--- config.mk ---
export PLATFORM = sky130hd
export DESIGN_NAME = m_prog_loader
export DESIGN_NICKNAME = d
export VERILOG_FILES = /design/src/rtl/m_prog_loader.sv
export SDC_FILE = /design/constraint.sdc
export NUM_CORES = 1
export LEC_CHECK = 0
export CORE_MARGIN = 2
export CORE_UTILIZATION = 42
export DETAILED_ROUTE_END_ITERATION = 7
export DONT_BUFFER_PORTS = 1
export SLEW_MARGIN = 20
export SYNTH_ARGS = -nofsm -noshare
export SYNTH_HDL_FRONTEND = slang
export SYNTH_SLANG_ARGS = --single-unit
--- constraint.sdc ---
create_clock -name w_clk -period 6.5 [get_ports w_clk]
set_clock_uncertainty 0.05 [all_clocks]
set_input_delay 1.3 -clock w_clk [delete_from_list [all_inputs] [get_ports w_clk]]
set_output_delay 1.3 -clock w_clk [all_outputs]
set_load 0.01 [all_outputs]
--- src/rtl/m_prog_loader.sv ---
// m_prog_loader: byte-stream program loader that writes 32-bit words into
// instruction memory and then releases the processor clock enable.
// Stream format: count low byte, count high byte, 4*N payload bytes
// (little-endian words), then one checksum byte when LOADER_CSUM_EN is defined.
// Ports:
//   w_clk, w_rst             clock, asynchronous active-high reset
//   w_rx_valid/data/ready    byte input handshake
//   w_mem_we/addr/din        memory write port (registered, one-cycle strobe)
//   w_ce                     processor clock enable, high only in RUN
//   w_err                    sticky failure flag, high only in ERR
// Config macro: LOADER_CSUM_EN enables the trailing checksum byte and its check.
module m_prog_loader #(
    parameter int          MAX_WORDS = 4096,
    parameter logic [11:0] BASE_ADDR = 12'h000
) (
    input  logic        w_clk,
    input  logic        w_rst,
    input  logic        w_rx_valid,
    input  logic [7:0]  w_rx_data,
    output logic        w_rx_ready,
    output logic        w_mem_we,
    output logic [11:0] w_mem_addr,
    output logic [31:0] w_mem_din,
    output logic        w_ce,
    output logic        w_err
);
    typedef enum logic [2:0] {LEN0, LEN1, DATA, CSUM, RUN, ERR} state_t;

    state_t      state_q, state_d;
    logic [7:0]  low_q, low_d;
    logic [15:0] len_q, len_d;
    logic [1:0]  byte_q, byte_d;
    logic [15:0] word_q, word_d;
    logic [23:0] part_q, part_d;
    logic        we_q, we_d;
    logic [11:0] addr_q, addr_d;
    logic [31:0] din_q, din_d;
    logic        xfer;
    logic [15:0] n;
    logic        last_byte;
`ifdef LOADER_CSUM_EN
    logic [7:0]  csum_q, csum_d;
`endif

    assign xfer      = w_rx_valid && w_rx_ready;
    assign n         = {w_rx_data, low_q};
    assign last_byte = (byte_q == 2'd3) && (word_q == len_q - 16'd1);

    always_ff @(posedge w_clk or posedge w_rst) begin
        if (w_rst) state_q <= LEN0;
        else       state_q <= state_d;
    end

    always_comb begin
        state_d = state_q;
        case (state_q)
            LEN0: if (xfer) state_d = LEN1;
            LEN1: if (xfer) state_d = (n == 16'd0) ? RUN : (32'(n) > MAX_WORDS) ? ERR : DATA;
`ifdef LOADER_CSUM_EN
            DATA: if (xfer && last_byte) state_d = CSUM;
            CSUM: if (xfer) state_d = (w_rx_data == csum_q) ? RUN : ERR;
`else
            DATA: if (xfer && last_byte) state_d = RUN;
`endif
            default: ;
        endcase
    end

    always_comb begin
        w_rx_ready = (state_q == LEN0) || (state_q == LEN1) || (state_q == DATA) || (state_q == CSUM);
        w_ce       = (state_q == RUN);
        w_err      = (state_q == ERR);
        w_mem_we   = we_q;
        w_mem_addr = addr_q;
        w_mem_din  = din_q;
        low_d      = (xfer && state_q == LEN0) ? w_rx_data : low_q;
        len_d      = (xfer && state_q == LEN1) ? n : len_q;
        byte_d     = byte_q;
        word_d     = word_q;
        part_d     = part_q;
        we_d       = 1'b0;
        addr_d     = addr_q;
        din_d      = din_q;
`ifdef LOADER_CSUM_EN
        csum_d     = csum_q;
`endif
        if (xfer && state_q == DATA) begin
            byte_d = byte_q + 2'd1;
            // Shift right so that after three bytes part_q holds {b2, b1, b0}.
            part_d = {w_rx_data, part_q[23:8]};
`ifdef LOADER_CSUM_EN
            csum_d = csum_q + w_rx_data;
`endif
            if (byte_q == 2'd3) begin
                we_d   = 1'b1;
                addr_d = BASE_ADDR + word_q[11:0];
                din_d  = {w_rx_data, part_q};
                word_d = word_q + 16'd1;
            end
        end
    end

    always_ff @(posedge w_clk or posedge w_rst) begin
        if (w_rst) begin
            low_q  <= '0;
            len_q  <= '0;
            byte_q <= '0;
            word_q <= '0;
            part_q <= '0;
            we_q   <= 1'b0;
            addr_q <= '0;
            din_q  <= '0;
`ifdef LOADER_CSUM_EN
            csum_q <= '0;
`endif
        end else begin
            low_q  <= low_d;
            len_q  <= len_d;
            byte_q <= byte_d;
            word_q <= word_d;
            part_q <= part_d;
            we_q   <= we_d;
            addr_q <= addr_d;
            din_q  <= din_d;
`ifdef LOADER_CSUM_EN
            csum_q <= csum_d;
`endif
        end
    end
endmodule

* After elaboration in Yosys (flattened, before gate mapping)
Index checks and enable logic that the tools add are counted.
Word-level totals: flip-flop bits (word level) 114, output and inout bits 48
Cells by class: $add $sub $neg 3, order comparisons 1, eq/ne operators 10, multiplexer cells 8, reduce and logical (&&, ||, !) cells 14
Operators with widths (count):
- 16-bit by 1-bit adder with 16-bit output, second input constant | 1
- 16-bit == test | 1
- 16-bit by 13-bit > comparator with 1-bit output, second input constant | 1
- 16-bit logical NOT | 1
- 16-bit by 1-bit subtractor with 16-bit output, second input constant | 1
- 3-bit 2-to-1 mux | 5
- 3-bit case mux with 3 select lines | 1
- 3-bit by 2-bit == test with 1-bit output, second input constant | 2
- 3-bit == test, second input constant | 2
- 1-bit logical AND | 6
- 2-bit inequality test, second input constant | 3
- 4-bit AND reduction | 1
- 3-bit by 1-bit == test with 1-bit output, second input constant | 1
- 3-bit logical NOT | 1
- 1-bit logical OR | 3
- 3-bit nonzero test | 1
- 2-bit by 1-bit adder with 2-bit output, second input constant | 1
- 2-bit == test, second input constant | 1
- 1-bit 2-to-1 mux | 2
- 2-bit AND reduction | 1

* Longest topological paths before layout
depth in word-level cells 8, depth in mapped cells 9, gate-level depth less buffers 8

* Worst setup path after synthesis
No wires, ideal clock.
kind input-to-reg, start input w_rx_valid, end register state_q[1], library setup time 119 ps, data arrival time 2692 ps, data required time 6331 ps, setup slack 3638 ps, stages 7, cells stage by stage and4bb_1 buf_4 o211ai_1 or4b_1 nor4b_2 nand4b_1 nor2b_1
Between the ends: longest elaborated chain between the ends 4, elaborated cells on any way between the ends 6, classes of those cells eq/ne: 3; reduce/logical: 3
RTL lines:
- start: declaration | RTL line 18 | input logic w_rx_valid,
- 1-bit logical AND (*) | RTL line 45 | assign xfer = w_rx_valid && w_rx_ready;
- 1-bit logical AND | RTL line 63 | DATA: if (xfer && last_byte) state_d = RUN;
- 2-bit inequality test (no line)
- 4-bit AND reduction (no line) (*)
- end signal: assignment | RTL line 51 | else state_q <= state_d;
- end: declaration | RTL line 29 | state_t state_q, state_d;
Mark *: on every way between the ends. The rest lies on a longest branch, timed or not. A chain may end at the register's enable or synchronous reset.

* Final worst setup path
start input w_rx_valid, end register word_q[15]
Between the ends: longest elaborated chain between the ends 3
RTL lines:
- 1-bit logical AND | RTL line 45
- 1-bit logical AND | RTL line 87 | if (xfer && state_q == DATA) begin
- 2-bit AND reduction (no line)
- end signal: assignment | RTL line 120 | word_q <= word_d;
- end: declaration | RTL line 33 | logic [15:0] word_q, word_d;
No other way between the ends.

==> flow_summary.toml <==
[worst_setup_path]
worstPathArrival_ns = 4.28
crit_fanout = 47
cp-end-kind = "flop"
crit_required_ns = 6.74
start_kind = "primary input"
criticalPathCategory = "in -> reg"

[die]
initial_core_util_pct = 42.6
rows = 40
die_h_um = 114
io_pins = 59
design.die.area_mm2 = 0.0130
die_w_um = 114
core_area_mm2 = 0.0119

[synthesis]
synth_area_leaders = "dfrtp_1 (56%), mux2_2 (13%), nand2_1 (8.1%)"
synth_top_area_share_pct = 56.2
synthFlopType = "dfrtp_1"
yosysMostFrequentCell = "dfrtp_1"
ys_types = 51
synthArstFlopShare_pct = 100
yosysTopAreaCell = "dfrtp_1"
synth_common_cells = "dfrtp_1 (114), nand2_1 (110), mux2_2 (60)"
synth-seq-cells = 114
ys_warn_count = 0
synth_cells = 449
ys_seq_area_share_pct = 56.2
postSynthAreaPerCell_um2 = 11.3
syn-num-nets = 463
synth_edf_count = 0
synth_area_mm2 = 0.00507

[routing]
drt_first_pass_iters = 4
num_vias = 3264
wl_per_cell_um = 16.8
drt_iter0_markers = 190
postRouteAntennaNets = 0
drc_errors = 0
via_per_inst = 5.35
finalWirelength_um = 10200

[global_route]
grt_pass1_wl_um = 17000
grt_max_degree = 66
grt.total_usage_pct = 17.0
grt_pass1_vias = 3376
antenna_found_initial = 0
overflow = 0

[cts]
clock-root-buffer = "clkbuf_16"
numClockSinks = 114
htreeDepth = 4
cts_resized = 0
cts_tree = "built"
clkTransAtPathRegs_ns = 0.05
cts_setup_buffers = 0
clk_path_buf_depth = 2
cts_buffers = 17
postCtsHoldBufs = 0
clock_latency_ns = 0.41

[final_layout]
antenna_cells = 0
post_route_cells_drive_above_1_share_pct = 21.8
final_cells = 610
fillers = 1066
final_cell_area_mm2 = 0.00579
fin_nets = 465
area_growth_pct = 14.1

[sta]
tightest_slew_ns = 0.974
period_minus_slack_ns = 4.05
fmax_ghz = 0.247
hold_violations = 0
slew_headroom_pct = 34.8
slew_viol_final = 0
finalSetupViolations = 0
period_share_pct = 62.2
setup_slack_ns = 2.45
tns_ns = 0
rsz0062_at_grt = "false"

[pwr]
ir_drop_mv = 0.184
p_int_w = 0.00131
switching_power_w = 0.000328
swShare_pct = 20.0
cellLeakagePower_nw = 2.83
fin_total_pwr_w = 0.00164
power_frac_seq_pct = 43.3
powerDensity_mw_per_mm2 = 284
p_clk_share_pct = 55.8
p_comb_share_pct = 0.9

[place]
postPlaceCellArea_mm2 = 0.00520
post-place-cells = 579
place_ws_ns = 1.97
routabilityCongestion = 0.759
io_buffers = 0
dp_hpwl_um = 6860

[job]
drv_cap = 0

[worst_hold_path]
min_path_type = "reg -> reg"

[status]
status = "completed"
==> critical path: stages <==
cell,delay (ns)
and4bb_1,0.17
buf_4,0.35
nand2_2,0.64
inv_2,0.73
nand4_1,0.32
nor3_1,0.44
nand3_1,0.15
xnor2_1,0.15
==> area by class of cell <==
cell class / count / area (um^2) / area share, %
flip-flops and latches: 114 / 2850 / 49.3
clock buffers: 23 / 488 / 8.43
well taps: 147 / 184 / 3.18
inverters: 7 / 28.8 / 0.497
repair buffers: 2 / 15.0 / 0.259
multi-input cells: 309 / 2120 / 36.6
clock inverters: 8 / 103 / 1.77
==> kinds of logic after synthesis <==
logic type	Yosys count	synth area share, %
and+or+nand+nor	180	17.2
DFF	114	56.2
muxes	60	13.3
AOI/OAI and AO/OA	35	5.06
xor gates and xnor gates	31	5.35
buffers and inverters	26	2.12
adders and majority gates	3	0.740
==> path summary, 6_finish.rpt <==
kind | endpoint | depth (start not counted) | startpoint | slack, ns
max | word_q[15] | 8 | w_rx_valid | 2.45
max reg2reg | word_q[15] | 8 | state_q[0] | 2.79
min reg2reg | w_mem_din[7] | 2 | part_q[7] | 0.43
max in group asynchronous | part_q[8] | 2 | w_rst | 4.35
min in group asynchronous | w_mem_addr[0] | 1 | w_rst | 0.79
min | w_mem_din[7] | 2 | part_q[7] | 0.43
==> per-stage QoR <==
step,hold WS (ns),utilization [%]
6_report,0.426,48.6
5_1_grt,0.444,48.6
4_1_cts,0.430,48.6
3_5_place_dp,0.412,43.6
3_3_place_gp,0.405,43.6
2_1_floorplan,0.385,-
==> metal layers <==
layer | track usage, % | up-vias | part of all wire (%)
met3 | 5.79 | 15 | 4.7
met2 | 27.7 | 66 | 49
met1 | 21.0 | 1617 | 45
li1 | - | 1566 | -
met4 | 6.26 | 0 | 1.5
met5 | 0 | - | 0
==> power groups by stage <==
stage	clock network (W)	registers, W	logic, W
2_1_floorplan	0	0.000723	0.0000117
3_3_place_gp	0	0.000723	0.0000163
3_5_place_dp	0	0.000723	0.0000166
4_1_cts	0.000934	0.000710	0.0000166
5_1_grt	0.000965	0.000710	0.0000190
6_report	0.000916	0.000711	0.0000152
==> placed cells by master (no fill, tap or decap), drive strengths merged, types with 5 or more instances in the layout <==
master / count
nand2: 110
o21ai: 5
nor4: 6
nand3: 9
xnor2: 22
xor2: 9
nor2: 10
nor3: 7
dfrtp: 114
nand4: 6
mux2: 60
inv: 7
clkbuf: 23
nand2b: 5
==> sequential cells by signal, indices dropped and copies added (netlist names) <==
signal and count:
state_q 3, byte_q 2, word_q 16, len_q 16, part_q 24, w_mem_addr 12
low_q 8, w_mem_din 32, w_mem_we 1
No activity file was read; power rests on OpenSTA's default activity.
